===== src/rtl/pipeline_pkg.sv =====
// Shared pipeline types and constants: pipe-register bundles, MEM-stage FSM states,
// load/store funct3 encodings and byte-lane helpers.
package pipeline_pkg;

  localparam int DATA_WIDTH = 64;
  localparam int RF_SIZE    = 5;
  localparam int MEM_BYTES  = DATA_WIDTH / 8;

  localparam int IDX_RS1 = 0;
  localparam int IDX_RS2 = 1;
  localparam int IDX_RD  = 2;

  typedef enum logic {
    IDLE = 1'b0,
    BUSY = 1'b1
  } mem_state_t;

  localparam logic [2:0] LD_B  = 3'b000;
  localparam logic [2:0] LD_H  = 3'b001;
  localparam logic [2:0] LD_W  = 3'b010;
  localparam logic [2:0] LD_D  = 3'b011;
  localparam logic [2:0] LD_BU = 3'b100;
  localparam logic [2:0] LD_HU = 3'b101;
  localparam logic [2:0] LD_WU = 3'b110;

  localparam logic [2:0] ST_B = 3'b000;
  localparam logic [2:0] ST_H = 3'b001;
  localparam logic [2:0] ST_W = 3'b010;
  localparam logic [2:0] ST_D = 3'b011;

  typedef struct packed {
    logic                      enable;
    logic [DATA_WIDTH-1:0]     PC;
    logic [DATA_WIDTH-1:0]     PC_Next;
    logic [DATA_WIDTH-1:0]     ALU_Result;
    logic [DATA_WIDTH-1:0]     Store_Data;
    logic [2:0][RF_SIZE-1:0]   RegIdx;
    logic                      Reg_WEn;
    logic                      Mem_REn;
    logic                      Mem_WEn;
    logic [2:0]                Detail;
  } EXMEM_Pipe_Out_t;

  typedef struct packed {
    logic                  enable;
    logic [DATA_WIDTH-1:0] PC;
    logic [DATA_WIDTH-1:0] PC_Next;
    logic [DATA_WIDTH-1:0] WB_Data;
    logic [RF_SIZE-1:0]    RD_Addr;
    logic                  Reg_WEn;
  } MEMWB_Pipe_t;

  // Byte-lane mask for an access size code (low two funct3 bits).
  function automatic logic [MEM_BYTES-1:0] size_mask(input logic [1:0] sz);
    case (sz)
      2'd0:    size_mask = 8'h01;
      2'd1:    size_mask = 8'h03;
      2'd2:    size_mask = 8'h0F;
      default: size_mask = 8'hFF;
    endcase
  endfunction

  function automatic logic [3:0] size_bytes(input logic [1:0] sz);
    case (sz)
      2'd0:    size_bytes = 4'd1;
      2'd1:    size_bytes = 4'd2;
      2'd2:    size_bytes = 4'd4;
      default: size_bytes = 4'd8;
    endcase
  endfunction

endpackage


===== src/rtl/mem_load_align.sv =====
// Load extraction: shifts the aligned read word down to the access offset, then
// truncates and sign/zero-extends according to the load funct3.
module mem_load_align
  import pipeline_pkg::*;
(
  input  logic [DATA_WIDTH-1:0] rdata,
  input  logic [2:0]            off,
  input  logic [2:0]            detail,
  output logic [DATA_WIDTH-1:0] load_data
);

  logic [DATA_WIDTH-1:0] shifted_s;

  // Lanes beyond the word boundary shift in as zero before extension.
  always_comb begin
    shifted_s = rdata >> {off, 3'b000};
    case (detail)
      LD_B:    load_data = {{56{shifted_s[7]}},  shifted_s[7:0]};
      LD_H:    load_data = {{48{shifted_s[15]}}, shifted_s[15:0]};
      LD_W:    load_data = {{32{shifted_s[31]}}, shifted_s[31:0]};
      LD_BU:   load_data = {56'd0, shifted_s[7:0]};
      LD_HU:   load_data = {48'd0, shifted_s[15:0]};
      LD_WU:   load_data = {32'd0, shifted_s[31:0]};
      default: load_data = shifted_s;
    endcase
  end

endmodule


===== src/rtl/mem_stage.sv =====
// Pipeline MEM stage: issues data-memory loads/stores over req/ack, stalls upstream
// while busy, registers the MEM->WB bundle. Optional MEM_FWD_EN adds forwarding outputs.
module mem_stage
  import pipeline_pkg::*;
(
  input  logic                  clk,
  input  logic                  rst_n,
  input  EXMEM_Pipe_Out_t       ex_mem_i,
  output logic                  stall_o,
  output logic                  mem_req_o,
  output logic                  mem_we_o,
  output logic [DATA_WIDTH-1:0] mem_addr_o,
  output logic [DATA_WIDTH-1:0] mem_wdata_o,
  output logic [MEM_BYTES-1:0]  mem_wstrb_o,
  input  logic                  mem_ack_i,
  input  logic [DATA_WIDTH-1:0] mem_rdata_i,
  output logic                  misalign_o,
  output MEMWB_Pipe_t           mem_wb_o
`ifdef MEM_FWD_EN
  ,
  output logic                  fwd_valid_o,
  output logic [RF_SIZE-1:0]    fwd_rd_o,
  output logic [DATA_WIDTH-1:0] fwd_data_o
`endif
);

  mem_state_t            state_r, state_nxt_s;
  logic [DATA_WIDTH-1:0] pc_r, pc_next_r;
  logic [RF_SIZE-1:0]    rd_r;
  logic                  reg_wen_r;
  logic [2:0]            detail_r;

  logic                  is_mem_s, is_store_s, misalign_s;
  logic [2:0]            off_s;
  logic [MEM_BYTES-1:0]  wstrb_s;
  logic [DATA_WIDTH-1:0] wdata_s, load_data_s;
  logic [RF_SIZE-1:0]    in_rd_s;
  MEMWB_Pipe_t           wb_nxt_s;

  mem_load_align u_load_align (
    .rdata     (mem_rdata_i),
    .off       (mem_addr_o[2:0]),
    .detail    (detail_r),
    .load_data (load_data_s)
  );

  // Request decode, lane generation, next state and stall.
  always_comb begin
    is_mem_s    = ex_mem_i.enable && (ex_mem_i.Mem_REn || ex_mem_i.Mem_WEn);
    is_store_s  = ex_mem_i.Mem_WEn && !ex_mem_i.Mem_REn;
    off_s       = ex_mem_i.ALU_Result[2:0];
    in_rd_s     = ex_mem_i.RegIdx[IDX_RD];
    wstrb_s     = size_mask(ex_mem_i.Detail[1:0]) << off_s;
    wdata_s     = ex_mem_i.Store_Data << {off_s, 3'b000};
    misalign_s  = ({1'b0, off_s} + size_bytes(ex_mem_i.Detail[1:0])) > 4'd8;
    state_nxt_s = state_r;
    stall_o     = 1'b0;
    case (state_r)
      IDLE: begin
        stall_o = is_mem_s;
        if (is_mem_s) state_nxt_s = BUSY;
        else          state_nxt_s = IDLE;
      end
      BUSY: begin
        stall_o = !mem_ack_i;
        if (mem_ack_i) state_nxt_s = IDLE;
        else           state_nxt_s = BUSY;
      end
      default: state_nxt_s = IDLE;
    endcase
  end

  // Next MEM->WB bundle: ALU ops retire straight from IDLE, memory ops on ack.
  always_comb begin
    wb_nxt_s = '0;
    case (state_r)
      IDLE: begin
        if (ex_mem_i.enable && !is_mem_s) begin
          wb_nxt_s.enable  = 1'b1;
          wb_nxt_s.PC      = ex_mem_i.PC;
          wb_nxt_s.PC_Next = ex_mem_i.PC_Next;
          wb_nxt_s.WB_Data = ex_mem_i.ALU_Result;
          wb_nxt_s.RD_Addr = in_rd_s;
          wb_nxt_s.Reg_WEn = ex_mem_i.Reg_WEn && (in_rd_s != 5'd0);
        end else begin
          wb_nxt_s.enable = 1'b0;
        end
      end
      BUSY: begin
        if (mem_ack_i) begin
          wb_nxt_s.enable  = 1'b1;
          wb_nxt_s.PC      = pc_r;
          wb_nxt_s.PC_Next = pc_next_r;
          wb_nxt_s.WB_Data = mem_we_o ? mem_addr_o : load_data_s;
          wb_nxt_s.RD_Addr = rd_r;
          wb_nxt_s.Reg_WEn = !mem_we_o && reg_wen_r;
        end else begin
          wb_nxt_s.enable = 1'b0;
        end
      end
      default: wb_nxt_s = '0;
    endcase
  end

  // State, memory request registers and the registered WB bundle.
  always_ff @(posedge clk) begin
    if (!rst_n) begin
      state_r     <= IDLE;
      mem_req_o   <= 1'b0;
      mem_we_o    <= 1'b0;
      mem_addr_o  <= 64'd0;
      mem_wdata_o <= 64'd0;
      mem_wstrb_o <= 8'd0;
      misalign_o  <= 1'b0;
      mem_wb_o    <= '0;
      pc_r        <= 64'd0;
      pc_next_r   <= 64'd0;
      rd_r        <= 5'd0;
      reg_wen_r   <= 1'b0;
      detail_r    <= 3'd0;
    end else begin
      state_r    <= state_nxt_s;
      mem_wb_o   <= wb_nxt_s;
      misalign_o <= 1'b0;
      case (state_r)
        IDLE: begin
          if (is_mem_s) begin
            mem_req_o   <= 1'b1;
            mem_we_o    <= is_store_s;
            mem_addr_o  <= ex_mem_i.ALU_Result;
            mem_wdata_o <= is_store_s ? wdata_s : 64'd0;
            mem_wstrb_o <= is_store_s ? wstrb_s : 8'd0;
            misalign_o  <= misalign_s;
            pc_r        <= ex_mem_i.PC;
            pc_next_r   <= ex_mem_i.PC_Next;
            rd_r        <= in_rd_s;
            reg_wen_r   <= ex_mem_i.Reg_WEn && (in_rd_s != 5'd0);
            detail_r    <= ex_mem_i.Detail;
          end
        end
        BUSY: begin
          if (mem_ack_i) begin
            mem_req_o   <= 1'b0;
            mem_we_o    <= 1'b0;
            mem_wstrb_o <= 8'd0;
          end
        end
        default: mem_req_o <= 1'b0;
      endcase
    end
  end

`ifdef MEM_FWD_EN
  assign fwd_valid_o = mem_wb_o.enable && mem_wb_o.Reg_WEn;
  assign fwd_rd_o    = mem_wb_o.RD_Addr;
  assign fwd_data_o  = mem_wb_o.WB_Data;
`endif

endmodule


===== config.mk =====
export PLATFORM = sky130hd
export DESIGN_NAME = mem_stage
export DESIGN_NICKNAME = d
export VERILOG_FILES = /design/src/rtl/pipeline_pkg.sv /design/src/rtl/mem_load_align.sv /design/src/rtl/mem_stage.sv
export SDC_FILE = /design/constraint.sdc
export NUM_CORES = 1
export LEC_CHECK = 0
export BUFFER_PORTS_ARGS = -buffer_cell sky130_fd_sc_hd__buf_2
export CAP_MARGIN = 15
export CORE_MARGIN = 2
export CORE_UTILIZATION = 30
export DETAILED_ROUTE_END_ITERATION = 8
export PLACE_DENSITY = 0.51
export SYNTH_ARGS = -nofsm -noshare
export SYNTH_HDL_FRONTEND = slang
export SYNTH_SLANG_ARGS = --single-unit

===== constraint.sdc =====
create_clock -name clk -period 2.65 [get_ports clk]
set_input_delay 0.1325 -clock clk [delete_from_list [all_inputs] [get_ports clk]]
set_output_delay 0.1325 -clock clk [all_outputs]
set_load 0.02 [all_outputs]

# After elaboration in Yosys (flattened, before gate mapping)
# Index checks and enable logic that the tools add are counted.
# totals
in_bits	345
elab_cells	74
output_inout_bits	339
ff_bits	476
# op_classes
order_cmp	1
n_reduce_logical	16
n_bitwise	3
eq_ne	9
mux	23
add_sub_neg	1
shifts	3
# ops
operator	n
one-hot mux 199 bit (2 select lines)	1
2-to-1 mux 198 bit	2
one-hot mux 64 bit (6 select lines)	1
2-to-1 mux 64 bit	2
left shift 64 x 6 -> 64 bit	1
right shift 64 x 6 -> 64 bit	1
2-to-1 mux 8 bit	3
one-hot mux 8 bit (3 select lines)	1
one-hot mux 8 bit (2 select lines)	1
one-hot mux 4 bit (3 select lines)	1
== test 3 bit, second input constant	3
one-hot mux 1 bit (2 select lines)	4
left shift 8 x 3 -> 8 bit	1
2-to-1 mux 1 bit	7
logical AND 1 bit	5
nonzero test 5 bit	1
adder 3 x 4 -> 4 bit	1
> comparator 4 bit, second input constant	1
logical NOT 1 bit	4
inequality test 2 bit, second input constant	2
AND reduction 2 bit	2
== test 3 x 1 -> 1 bit, second input constant	1
== test 3 x 2 -> 1 bit, second input constant	1
logical NOT 3 bit	1
other kinds (6)	8

# Depth between registers and ports, before layout
# logic_depth
depth_word	6
mapped_depth	9
mapped_depth_nobuf	7

# Cells and area by module
# From an unflattened synthesis, not the netlist that was laid out.
# unflattened
cells_unflattened	2452
hier_area_um2	20763.7
# modules_own_cells
module	seq_area_each_um2	cells_per_inst	area_each_um2	n_inst
mem_stage	9529.1	2159	18425.2	1
mem_load_align	0.0	293	2338.5	1

# Least setup slack after synthesis
# No wires, ideal clock.
# synth_path
kind	input -> register
from	in ex_mem_i[86] in the netlist's numbering
to	reg misalign_o
arrival_ps	1858
required_time_ps	2516
slack_ps	658
n_path_buf	4
setup_ps	134
cell_stages	9
path_cell_list	buf_2 buf_2 buf_4 buf_2 inv_1 fa_1 xnor2_1 nor3b_1 nor4_1
# synth_via
elab_chain_cells	2
# synth_rtl
item	line	rtl
from (decl)	mem_stage.sv:8	input EXMEM_Pipe_Out_t ex_mem_i,
adder 3 x 4 -> 4 bit	mem_stage.sv:55	misalign_s = ({1'b0, off_s} + size_bytes(ex_mem_i.Detail[1:0])) > 4'd8;
> comparator 4 bit	mem_stage.sv:55	
to (signal assigned)	mem_stage.sv:133	misalign_o <= misalign_s;
to (decl)	mem_stage.sv:17	output logic misalign_o,
# Every way passes these cells.
# A chain may end at the register's enable or synchronous reset.

# Worst setup path after layout
# layout_path
from	reg state_r
to	out stall_o
# layout_via
elab_chain_cells	2
# layout_rtl
item	line	rtl
from (decl)	mem_stage.sv:27	mem_state_t state_r, state_nxt_s;
from (signal assigned)	mem_stage.sv:122	state_r <= state_nxt_s;
inverter 1 bit (no source line)	--	
one-hot mux 1 bit (2 select lines) *	mem_stage.sv:58	case (state_r)
to (decl)	mem_stage.sv:9	output logic stall_o,
# Mark *: on every way between the ends. The rest lies on a longest branch, timed or not.

==> metrics.log <==
[metrics] Routed Wire Length: 90.6 mm
[metrics] Gate Count Post-Synth: 2373
[metrics] number of stages on the worst hold path: 5
[metrics] EDFF count, synth: 0
[metrics] net count after synthesis: 2722
[metrics] clock buffer count from CTS: 55
[metrics] critical path buffer and inverter count: 3
[metrics] ratio of total power to cell area: 640 nW/um^2
[metrics] number of buffers on the longest clock path: 3
[metrics] aggregate global-route resource usage: 24.8%
[metrics] clock slew at the register clock pins of the worst setup and hold paths: 60 ps
[metrics] count of fill cells added during filler insertion: 6657
[metrics] top library cells by usage in the layout, fill and taps aside: sky130_fd_sc_hd__buf_2, sky130_fd_sc_hd__nand2_1, sky130_fd_sc_hd__dfxtp_1
[metrics] NumNets Final: 3549
[metrics] Pre-Repair DR Iteration Count: 6
[metrics] slew margin rel.: 45.8%
[metrics] unrepaired setup endpoints after global routing: true
[metrics] DP Worst Slack: 283 ps
[metrics] Reg-to-Reg Start: state_r$_SDFF_PN0_
[metrics] Fmax: 391 MHz
[metrics] portion of the clock cycle consumed by the worst path in the final layout: 96.5%
[metrics] global route overflow: 0
[metrics] Max H-tree Level: 2
[metrics] effective utilization at floorplan: 30.2%
[metrics] Sequential Power Share: 41.1%
[metrics] Primary FF master, synth: sky130_fd_sc_hd__dfxtp_1
[metrics] Die Width: 263 um
[metrics] largest cells by area after synthesis: sky130_fd_sc_hd__dfxtp_1, sky130_fd_sc_hd__nand2_1, sky130_fd_sc_hd__a22oi_1
[metrics] cell at the slowest stage of the critical path: sky130_fd_sc_hd__dfxtp_1
[metrics] worst ir drop on vdd: 0.591 mV
[metrics] largest net degree at the start of global routing: 146
[metrics] gate family responsible for the most delay along the worst path: buffers and inverters
[metrics] share of synthesized area occupied by flip-flops and latches: 47.3%
[metrics] switching power of the nets: 5.20 mW
[metrics] Fin Clk Skew: 30.6 ps
[metrics] share of cells above drive strength 1: 28.0%
[metrics] Placement Cell Area: 24500 um^2
[metrics] result of the run: finished clean
[metrics] Worst Path Required: 2520 ps
[metrics] nature of the critical path endpoint: output pin
[metrics] synthesized area divided by synthesized cell count: 8.49 um^2
[metrics] clock power share: 43.1%
[metrics] Worst R2R Path Depth: 6
[metrics] later-pin clock latency in the skew report: 640 ps
[metrics] standby leakage power: 12.4 nW
[metrics] worst reg2reg path endpoint: mem_wdata_o[49]$_SDFFE_PN0P_
[metrics] Gate power share: 15.8%
[metrics] Final Slew Violations: 0
[metrics] switching power share of the total: 28.0%
[metrics] Internal Dissipation: 13.3 mW
[metrics] iteration-0 DRC count of the detailed router: 1759
[metrics] most common cell after layout, fill and taps aside: sky130_fd_sc_hd__buf_2
[metrics] clock sink count: 476
[metrics] placeable core area: 66800 um^2
[metrics] distinct cell type count after synthesis: 64
[metrics] Detail Route Antenna Nets: 0
[metrics] Slew @ Worst Pin: 809 ps
[metrics] vias in the first global route: 21000
[metrics] Maximum Capacitance Violations: 0
[metrics] Die ar.: 69300 um^2
[metrics] Setup TNS Final: 0 ps
[metrics] WS Path Type: reg2out
[metrics] area of the mapped netlist: 20200 um^2
[metrics] WL/cell: 22.0 um
[metrics] detailed-placement wirelength estimate: 64.5 mm
[metrics] top fanout value on the critical path: 36
[metrics] CTS tree: built
[metrics] Min-Delay Path Class: in2reg
[metrics] count of boundary I/O pins: 684
[metrics] data arrival at the endpoint of the critical path: 2420 ps
[metrics] register-to-register path setup slack: 310 ps
[metrics] hold worst-path end: mem_wdata_o[54]$_SDFFE_PN0P_
[metrics] CP Cell Sequence: inv_1 -> o211ai_1 -> clkbuf_16 -> o21ai_0 -> buf_2
[metrics] first-pass GRT wire length: 133 mm
[metrics] worst hold slack across all endpoints: 43.5 ps
[metrics] critical path launch point type: flip-flop
[metrics] number of standard cells in the final layout excluding fillers: 4122
[metrics] async set-reset flop share out of synthesis: 0%
[metrics] flop and latch count out of synthesis: 476
[metrics] post-layout power: 18.5 mW
[metrics] final design area excluding fillers: 29000 um^2
[metrics] setup repair bufs after CTS: 0
[metrics] antenna violations before repair: 11
[metrics] Yosys top cell area share: 47.3%
[metrics] Max stage delay on crit path: 550 ps
[metrics] floorplan row count: 95
[metrics] total via count in the routed design: 21500
[metrics] library cell occupying the most area in the post-synthesis netlist: sky130_fd_sc_hd__dfxtp_1
[metrics] last weighted congestion value of the routability-driven placer: 0.942
[metrics] Final Hold Viols: 0
[metrics] number of vias per cell after detailed routing: 5.21
[metrics] count of placed standard cells including taps: 3760
[metrics] Final setup violation count: 0
[metrics] Layout Area Growth over Synthesis: 43.7%
[metrics] share of the core filled with cells: 43.3%
[metrics] Period minus WS final: 2560 ps
[metrics] total number of yosys warnings: 0
[metrics] port buffer count: 673
[metrics] start point of the worst hold path: ex_mem_i[59]
[metrics] die boundary height: 263 um
[metrics] Clock Tree Root: sky130_fd_sc_hd__clkbuf_16
[metrics] worst setup margin: 92.7 ps
[metrics] total DRC errors in the routed layout: 0
## synth_stat cells, types with 8 or more instances
cell type / instances
sky130_fd_sc_hd__nand2_1: 521
sky130_fd_sc_hd__dfxtp_1: 476
sky130_fd_sc_hd__a21oi_1: 280
sky130_fd_sc_hd__nor2_1: 240
sky130_fd_sc_hd__a22oi_1: 208
sky130_fd_sc_hd__clkbuf_1: 168
sky130_fd_sc_hd__mux2i_1: 85
sky130_fd_sc_hd__o21ai_0: 48
sky130_fd_sc_hd__mux2_2: 32
sky130_fd_sc_hd__o32ai_1: 23
sky130_fd_sc_hd__buf_2: 19
sky130_fd_sc_hd__mux4_2: 19
sky130_fd_sc_hd__o21a_1: 19
sky130_fd_sc_hd__a222oi_1: 16
sky130_fd_sc_hd__nand2b_1: 16
sky130_fd_sc_hd__a32oi_1: 14
sky130_fd_sc_hd__buf_1: 14
sky130_fd_sc_hd__a31oi_1: 12
sky130_fd_sc_hd__nand3_1: 12
sky130_fd_sc_hd__nor2b_1: 12
sky130_fd_sc_hd__nor3_1: 10
sky130_fd_sc_hd__a22o_1: 9
sky130_fd_sc_hd__a21o_1: 8
sky130_fd_sc_hd__a2bb2oi_1: 8
sky130_fd_sc_hd__buf_4: 8
## routing by layer
| layer | vias to the layer above | global-route usage, % | part of all wire, % |
|---|---|---|---|
| met5 | - | 0 | 0.061 |
| met4 | 8 | 12.2 | 5.3 |
| met3 | 213 | 4.87 | 6.9 |
| met2 | 930 | 42.3 | 48 |
| met1 | 10300 | 29.8 | 40 |
| li1 | 10000 | - | - |
## state kept, by name (all words and copies together), names as in the netlist
name and flops:
detail_r 3, mem_addr_o 64, mem_req_o 1, mem_wb_o 199, mem_wdata_o 64, mem_we_o 1
mem_wstrb_o 8, misalign_o 1, pc_next_r 64, pc_r 64, rd_r 5, reg_wen_r 1
state_r 1
## power groups by stage
stage	registers (mW)	clock network, mW	logic (mW)
after floorplan	7.92	0	1.30
after global routing	7.64	8.47	3.14
after CTS	7.61	8.17	2.92
final	7.62	7.99	2.94
after global placement	7.76	0	2.56
after detailed placement	7.77	0	2.59
## cells by family after synthesis
group | after synthesis | synth area share (%)
compound gates | 692 | 22.9
fa+ha+maj | 4 | 0.286
buf+inv | 226 | 4.74
xor+xnor | 2 | 0.0869
flops | 476 | 47.3
mux | 138 | 8.28
simple gates | 835 | 16.5
## cell type report
cell class / instances / area [um^2] / area share (%)
timing repair buffer: 986 / 6650 / 23.0
tap: 873 / 1090 / 3.77
clock buffer: 74 / 1550 / 5.35
sequential: 476 / 9540 / 32.9
multi-input combinational: 1671 / 9700 / 33.5
antenna: 4 / 10.0 / 0.0346
clock inverter: 28 / 375 / 1.30
inverter: 10 / 45.0 / 0.156
## worst max path at each step
stage,from,end,slack (ps),cells after the start
after global placement,mem_addr_o[1]$_SDFFE_PN0P_,mem_wb_o[7]$_SDFF_PN0_,350,5
after floorplan,ex_mem_i[86],misalign_o$_SDFF_PP0_,660,9
after detailed placement,mem_addr_o[2]$_SDFFE_PN0P_,mem_wb_o[38]$_SDFF_PN0_,280,6
after global routing,state_r$_SDFF_PN0_,stall_o,-20,5
final,state_r$_SDFF_PN0_,stall_o,90,5
after CTS,state_r$_SDFF_PN0_,stall_o,90,5
## tightest hold or removal path: cells and delay by family
kind	cells	cell delay, ps
buf+inv	1	100
simple gates	1	70
compound gates	2	220
mux	1	80
## what timing repair did
item,CTS,global route
hold buffers,255,0
gates resized for setup,0,3
setup endpoints to repair,0,2
endpoints found under the hold margin,453,0
Note: power is estimated with default switching activity, not from simulation.
